File: src/rtl/multimode_fifo.sv
// Synchronous FIFO with a compile-time read mode (FWFT or registered read), programmable
// almost-full/almost-empty thresholds, an occupancy output and sticky overflow/underflow flags.
module multimode_fifo #(
    parameter int unsigned ADDR_WIDTH      = 4,
    parameter int unsigned DATA_WIDTH      = 32,
    parameter int unsigned FWFT            = 1,
    parameter int unsigned RESET_AF_THRESH = (2**ADDR_WIDTH) / 4,
    parameter int unsigned RESET_AE_THRESH = 1
) (
    input  logic                  clk,
    input  logic                  rst,
    input  logic                  clear,
    input  logic                  push,
    input  logic [DATA_WIDTH-1:0] wr_data,
    input  logic                  pop,
    output logic [DATA_WIDTH-1:0] rd_data,
    output logic                  rd_valid,
    input  logic [ADDR_WIDTH:0]   almost_full_thresh,
    input  logic [ADDR_WIDTH:0]   almost_empty_thresh,
    output logic                  empty,
    output logic                  full,
    output logic                  almost_empty,
    output logic                  almost_full,
    output logic [ADDR_WIDTH:0]   level,
    output logic                  overflow,
    output logic                  underflow
);

    localparam int unsigned DEPTH = 1 << ADDR_WIDTH;
    localparam int unsigned LVL_W = ADDR_WIDTH + 1;

    // The threshold tie-off defaults must fit the 0..DEPTH level range.
    if (RESET_AF_THRESH > DEPTH || RESET_AE_THRESH > DEPTH || FWFT > 1) begin : g_param_check
        $error("multimode_fifo: illegal parameter combination");
    end

    logic [DATA_WIDTH-1:0] r_mem [DEPTH];
    logic [ADDR_WIDTH-1:0] r_wr_ptr;
    logic [ADDR_WIDTH-1:0] r_rd_ptr;
    logic [LVL_W-1:0]      r_level;
    logic [LVL_W-1:0]      w_level_nxt;
    logic                  r_empty;
    logic                  r_full;
    logic                  r_almost_empty;
    logic                  r_almost_full;
    logic                  r_overflow;
    logic                  r_underflow;
    logic                  w_push_ok;
    logic                  w_pop_ok;

    // Accept rules: a pop frees the slot a same-cycle push on a full FIFO needs.
    always_comb begin
        w_pop_ok    = pop && !r_empty;
        w_push_ok   = push && (!r_full || w_pop_ok);
        w_level_nxt = r_level;
        case ({w_push_ok, w_pop_ok})
            2'b10:   w_level_nxt = r_level + LVL_W'(1);
            2'b01:   w_level_nxt = r_level - LVL_W'(1);
            default: w_level_nxt = r_level;
        endcase
    end

    always_ff @(posedge clk or posedge rst) begin
        if (rst) begin
            r_wr_ptr       <= '0;
            r_rd_ptr       <= '0;
            r_level        <= '0;
            r_empty        <= 1'b1;
            r_full         <= 1'b0;
            r_almost_empty <= 1'b1;
            r_almost_full  <= 1'b0;
            r_overflow     <= 1'b0;
            r_underflow    <= 1'b0;
        end else if (clear) begin
            r_wr_ptr       <= '0;
            r_rd_ptr       <= '0;
            r_level        <= '0;
            r_empty        <= 1'b1;
            r_full         <= 1'b0;
            r_almost_empty <= 1'b1;
            r_almost_full  <= 1'b0;
            r_overflow     <= 1'b0;
            r_underflow    <= 1'b0;
        end else begin
            if (w_push_ok) begin
                r_wr_ptr <= r_wr_ptr + ADDR_WIDTH'(1);
            end
            if (w_pop_ok) begin
                r_rd_ptr <= r_rd_ptr + ADDR_WIDTH'(1);
            end
            r_level        <= w_level_nxt;
            r_empty        <= (w_level_nxt == '0);
            r_full         <= (w_level_nxt == LVL_W'(DEPTH));
            r_almost_full  <= (w_level_nxt >= almost_full_thresh);
            r_almost_empty <= (w_level_nxt <= almost_empty_thresh);
            r_overflow     <= r_overflow  || (push && !w_push_ok);
            r_underflow    <= r_underflow || (pop && !w_pop_ok);
        end
    end

    // Storage is deliberately not reset; an edge that coincides with rst writes nothing.
    always_ff @(posedge clk) begin
        if (w_push_ok && !clear && !rst) begin
            r_mem[r_wr_ptr] <= wr_data;
        end
    end

    if (FWFT != 0) begin : g_fwft
        // Head word is shown directly; zero while empty so reset/clear present rd_data = 0.
        assign rd_data  = r_empty ? '0 : r_mem[r_rd_ptr];
        assign rd_valid = !r_empty;
    end else begin : g_std
        logic [DATA_WIDTH-1:0] r_rd_data;
        logic                  r_rd_valid;

        always_ff @(posedge clk or posedge rst) begin
            if (rst) begin
                r_rd_data  <= '0;
                r_rd_valid <= 1'b0;
            end else if (clear) begin
                r_rd_data  <= '0;
                r_rd_valid <= 1'b0;
            end else if (w_pop_ok) begin
                r_rd_data  <= r_mem[r_rd_ptr];
                r_rd_valid <= 1'b1;
            end else begin
                r_rd_valid <= 1'b0;
            end
        end

        assign rd_data  = r_rd_data;
        assign rd_valid = r_rd_valid;
    end

    assign empty        = r_empty;
    assign full         = r_full;
    assign almost_empty = r_almost_empty;
    assign almost_full  = r_almost_full;
    assign level        = r_level;
    assign overflow     = r_overflow;
    assign underflow    = r_underflow;

endmodule

File: config.mk
export PLATFORM = sky130hd
export DESIGN_NAME = multimode_fifo
export DESIGN_NICKNAME = d
export VERILOG_FILES = /design/src/rtl/multimode_fifo.sv
export SDC_FILE = /design/constraint.sdc
export NUM_CORES = 1
export LEC_CHECK = 0
export ABC_CLOCK_PERIOD_IN_PS = 5060
export CELL_PAD_IN_SITES_DETAIL_PLACEMENT = 1
export CELL_PAD_IN_SITES_GLOBAL_PLACEMENT = 2
export CORE_MARGIN = 4
export CORE_UTILIZATION = 48
export CTS_BUF_LIST = sky130_fd_sc_hd__clkbuf_16
export CTS_CLUSTER_SIZE = 28
export DETAILED_ROUTE_END_ITERATION = 6
export PLACE_DENSITY = 0.84
export REMOVE_ABC_BUFFERS = 1
export SETUP_SLACK_MARGIN = 0.15
export SLEW_MARGIN = 20
export SYNTH_ARGS = -nofsm -noshare
export SYNTH_HDL_FRONTEND = slang
export SYNTH_SLANG_ARGS = --single-unit
File: constraint.sdc
create_clock -name clk -period 5.06 [get_ports clk]
set_clock_uncertainty 0.1 [all_clocks]
set_input_delay 0.506 -clock clk [delete_from_list [all_inputs] [get_ports clk]]
set_output_delay 0.506 -clock clk [all_outputs]
set_load 0.05 [all_outputs]
==> PnR_summary.wiki <==
{| class="wikitable"
! Metric !! Value
|-
| Total buffers and inverters traversed by the critical path || 2
|-
| Worst path arrival time || 3.65 ns
|-
| TritonCTS clock tree || built
|-
| Share of the yosys chip area belonging to registers || roughly 76%
|-
| Outcome || finished, final reports clean
|-
| Power per standard cell area || 437 mW/mm²
|-
| Unique cell type count in the Yosys netlist || 42
|-
| Average vias per placed instance || 5.87
|-
| Max IR drop VDD || 236 µV
|-
| Via count of the first global-routing pass || about 11000
|-
| Total via count in the routed design || 9740
|-
| Final setup violation count || 0
|-
| CP max stage cell || sky130_fd_sc_hd__clkdlybuf4s50_1
|-
| Number of routed nets with antenna violations || 0
|-
| Slew HR || 37.9%
|-
| Pre-CTS setup slack || 0.786 ns
|-
| Count of hold buffers inserted by post-cts repair || 0
|-
| Tightest Pin Transition || 0.932 ns
|-
| Overflow after GRT || 0
|-
| Worst path cell trace || buf_12 -> mux4_2 -> mux4_2 -> and2_1 -> clkdlybuf4s50_1
|-
| Overall routed net length || 48200 µm
|-
| GRT Util Overall || 21.2%
|-
| Leading cell type by number of instances after synthesis || sky130_fd_sc_hd__edfxtp_1
|-
| Final Non-Filler Cells || 1658
|-
| Number of remaining DRC errors || 0
|-
| Nature of the critical path startpoint || flop
|-
| Clock tree root driver cell || sky130_fd_sc_hd__clkbuf_16
|-
| Fraction of synthesis flops using an asynchronous set or reset pin || about 3.6%
|-
| Type of the worst min-delay path || in -> async
|-
| Clock tree buffer depth || 3
|-
| Synthesized cell area || between 0.02 and 0.025 mm²
|-
| Final setup margin || 0.800 ns
|-
| Skew-Pair Late Insertion Delay || 0.59 ns
|-
| Largest cells by area after synthesis || sky130_fd_sc_hd__edfxtp_1, sky130_fd_sc_hd__mux4_2, sky130_fd_sc_hd__dfrtp_1, sky130_fd_sc_hd__and2_1, sky130_fd_sc_hd__ha_1
|-
| Number of CTS-inserted buffers || 52
|-
| Post-CTS setup buffer count || 0
|-
| First-pass detailed-route iteration total || 5
|-
| Leading area contributor after synthesis || sky130_fd_sc_hd__edfxtp_1
|-
| Site row count || 75
|-
| Resized Gates After CTS || 0
|-
| Area growth from synthesis to final layout || 16.8%
|-
| Effective utilization at floorplan || about half
|-
| Post-DP HPWL || 25600 µm
|-
| RSZ-0062 raised after global routing || no
|-
| Maximum level of the CTS H-tree || 2
|-
| Final worst path period need || 4.26 ns
|-
| Crit path max-delay family || buffers and inverters
|-
| Primary FF master, synth || sky130_fd_sc_hd__edfxtp_1
|-
| CP required || 4.45 ns
|-
| Total Die Area || roughly 0.047 mm²
|-
| DRT iter0 DRCs || 963
|-
| Reg clk slew, reported paths || 0.06 ns
|-
| CP Max Fanout || 46
|-
| Register bit count reported by yosys || 531
|-
| Placed Cells || ~1600
|-
| Routability cong. || between 0.7 and 0.8
|-
| Crit Path Class || reg -> out
|-
| Mean instance size in the synthesized netlist || 22.8 µm²
|-
| Share of cells above drive strength 1 || 26.9%
|-
| List of most frequent post-synthesis cells || sky130_fd_sc_hd__edfxtp_1, sky130_fd_sc_hd__mux4_2, sky130_fd_sc_hd__and2_1
|-
| Synth warn || 0
|-
| Initial antenna violation count || 3
|-
| Largest net degree at the start of global routing || 47
|-
| Number of I/O port buffers || 90
|-
| Area fraction of the dominant cell type after synthesis || about three quarters
|-
| First-pass GRT wire length || 72900 µm
|-
| Static leakage power || 7.58 nW
|-
| Hold violation count in the final report || 0
|-
| Ports placed on the boundary || 91
|-
| Crit path largest cell delay || around 0.72 ns
|-
| Final routed wire length divided by cell count || 29.1 µm
|-
| Core area || 0.0424 mm²
|-
| Number of maximum-capacitance violations || 0
|-
| Critical Path Most Common Cell || sky130_fd_sc_hd__mux4_2
|-
| Sinks on the clock net || between 500 and 600
|-
| Hold slack || roughly 0.32 ns
|-
| DIE WIDTH || 216 µm
|-
| Tcrit/Tclk final || 84.2%
|-
| Highest Clock Rate || 235 MHz
|-
| Die Ht || 216 µm
|-
| Total number of nets in the final design || 1100
|-
| Post-Syn Instances || 911
|-
| Pins Over Slew Limit || 0
|-
| CP endpoint kind || primary output
|-
| EDFF count, synth || ~510
|-
| Number of inserted filler cells in the final layout || roughly 3600
|}
[layout make-up]
cell class | instances | area [µm²] | share of cell area (%)
multi-input combinational | 315 | 4750 | 19.6
clock inverter | 42 | 338 | 1.39
antenna | 2 | 5.00 | 0.0206
tap | 577 | 722 | 2.97
clock buffer | 54 | 1350 | 5.57
sequential | 531 | 15900 | 65.3
inverter | 18 | 67.6 | 0.278
timing repair buffer | 119 | 1180 | 4.86
[worst paths after layout]
check                      slack, ns   startpoint  cells after the start            to
setup / recovery                0.80  r_rd_ptr[0]                      5   rd_data[21]
hold / removal                  0.32          rst                      2     underflow
setup reg to reg                1.23        empty                     17  almost_empty
hold reg to reg                 0.41    underflow                      2     underflow
max in group asynchronous       3.96          rst                      2   r_rd_ptr[0]
min in group clk                0.41    underflow                      2     underflow
[registers in the layout (all words and copies together), names as in the netlist]
signal and count:
level 5, almost_empty 1, underflow 1, overflow 1, empty 1, r_mem 512, almost_full 1, r_wr_ptr 4
r_rd_ptr 4, full 1
[kinds of logic after synthesis]
kind of cell,after synthesis,synth area share (%)
xor gates and xnor gates,13,0.584
and+or+nand+nor,100,2.59
AOI/OAI and AO/OA,25,0.812
adders and majority gates,16,0.963
DFF,531,76.2
muxes,161,17.4
buffers and inverters,65,1.44
[power breakdown]
| part | switching [W] | total [W] | internal (W) |
|---|---|---|---|
| sequential | 0.0000827 | 0.00496 | 0.00488 |
| clock | 0.00162 | 0.00381 | 0.00219 |
| combinational | 0.00104 | 0.00185 | 0.000810 |
[worst register-to-register path, stage by stage (launching register included)]
cell and delay [ns]:
sky130_fd_sc_hd__dfstp_2 0.57, sky130_fd_sc_hd__nand2b_1 0.20, sky130_fd_sc_hd__nand2_1 0.06, sky130_fd_sc_hd__and2_1 0.21, sky130_fd_sc_hd__inv_1 0.13, sky130_fd_sc_hd__ha_1 0.31, sky130_fd_sc_hd__xor2_1 0.11, sky130_fd_sc_hd__ha_1 0.24
sky130_fd_sc_hd__a21oi_1 0.18, sky130_fd_sc_hd__xor2_1 0.17, sky130_fd_sc_hd__nor2_1 0.07, sky130_fd_sc_hd__xnor2_1 0.25, sky130_fd_sc_hd__inv_1 0.11, sky130_fd_sc_hd__ha_1 0.30, sky130_fd_sc_hd__o21ai_0 0.12, sky130_fd_sc_hd__a21oi_1 0.17
sky130_fd_sc_hd__a21oi_1 0.09, sky130_fd_sc_hd__a221o_1 0.36
[routing by layer]
layer  up-vias  routed length [µm]  GRT usage, %
li1       4068                   -             -
met1      5231               18600          28.1
met2       373               25700          36.8
met3        68                3020          3.92
met4         0                 895          5.55
met5         -                   0             0
[cells in the final DEF, fill, tap and decap left out, types with 3 or more instances in the layout]
| master | netlist | final |
|---|---|---|
| sky130_fd_sc_hd__dfrtp_1 | 17 | 13 |
| sky130_fd_sc_hd__and2_1 | 33 | 33 |
| sky130_fd_sc_hd__nand2b_1 | 3 | 3 |
| sky130_fd_sc_hd__xor2_1 | 9 | 9 |
| sky130_fd_sc_hd__nand3_1 | 3 | 3 |
| sky130_fd_sc_hd__mux4_2 | 160 | 160 |
| sky130_fd_sc_hd__nor2_4 | 0 | 12 |
| sky130_fd_sc_hd__nor2_1 | 29 | 17 |
| sky130_fd_sc_hd__clkinv_2 | 0 | 9 |
| sky130_fd_sc_hd__clkbuf_16 | 0 | 54 |
| sky130_fd_sc_hd__buf_12 | 0 | 5 |
| sky130_fd_sc_hd__inv_1 | 18 | 27 |
| sky130_fd_sc_hd__clkinv_1 | 0 | 13 |
| sky130_fd_sc_hd__nor3_2 | 0 | 4 |
| sky130_fd_sc_hd__bufinv_16 | 0 | 5 |
| sky130_fd_sc_hd__nand2_1 | 14 | 14 |
| sky130_fd_sc_hd__buf_4 | 11 | 24 |
| sky130_fd_sc_hd__a31oi_1 | 3 | 3 |
| sky130_fd_sc_hd__o21ai_0 | 4 | 4 |
| sky130_fd_sc_hd__xnor2_1 | 3 | 3 |
| sky130_fd_sc_hd__edfxtp_1 | 512 | 512 |
| sky130_fd_sc_hd__clkdlybuf4s50_1 | 0 | 90 |
| sky130_fd_sc_hd__ha_1 | 16 | 16 |
| sky130_fd_sc_hd__a21oi_1 | 8 | 8 |
[per-stage QoR]
step	utilization, %	cell area (µm²)	total power (W)	TNS [ns]
2_1_floorplan	-	20600	0.00641	-66.12
5_1_grt	57.2	24300	0.0110	0
3_5_place_dp	53.3	22600	0.00693	0
6_report	57.2	24300	0.0106	0
3_3_place_gp	53.3	22600	0.00689	0
4_1_cts	57.2	24300	0.0107	0
(Power assumes the default switching activity.)
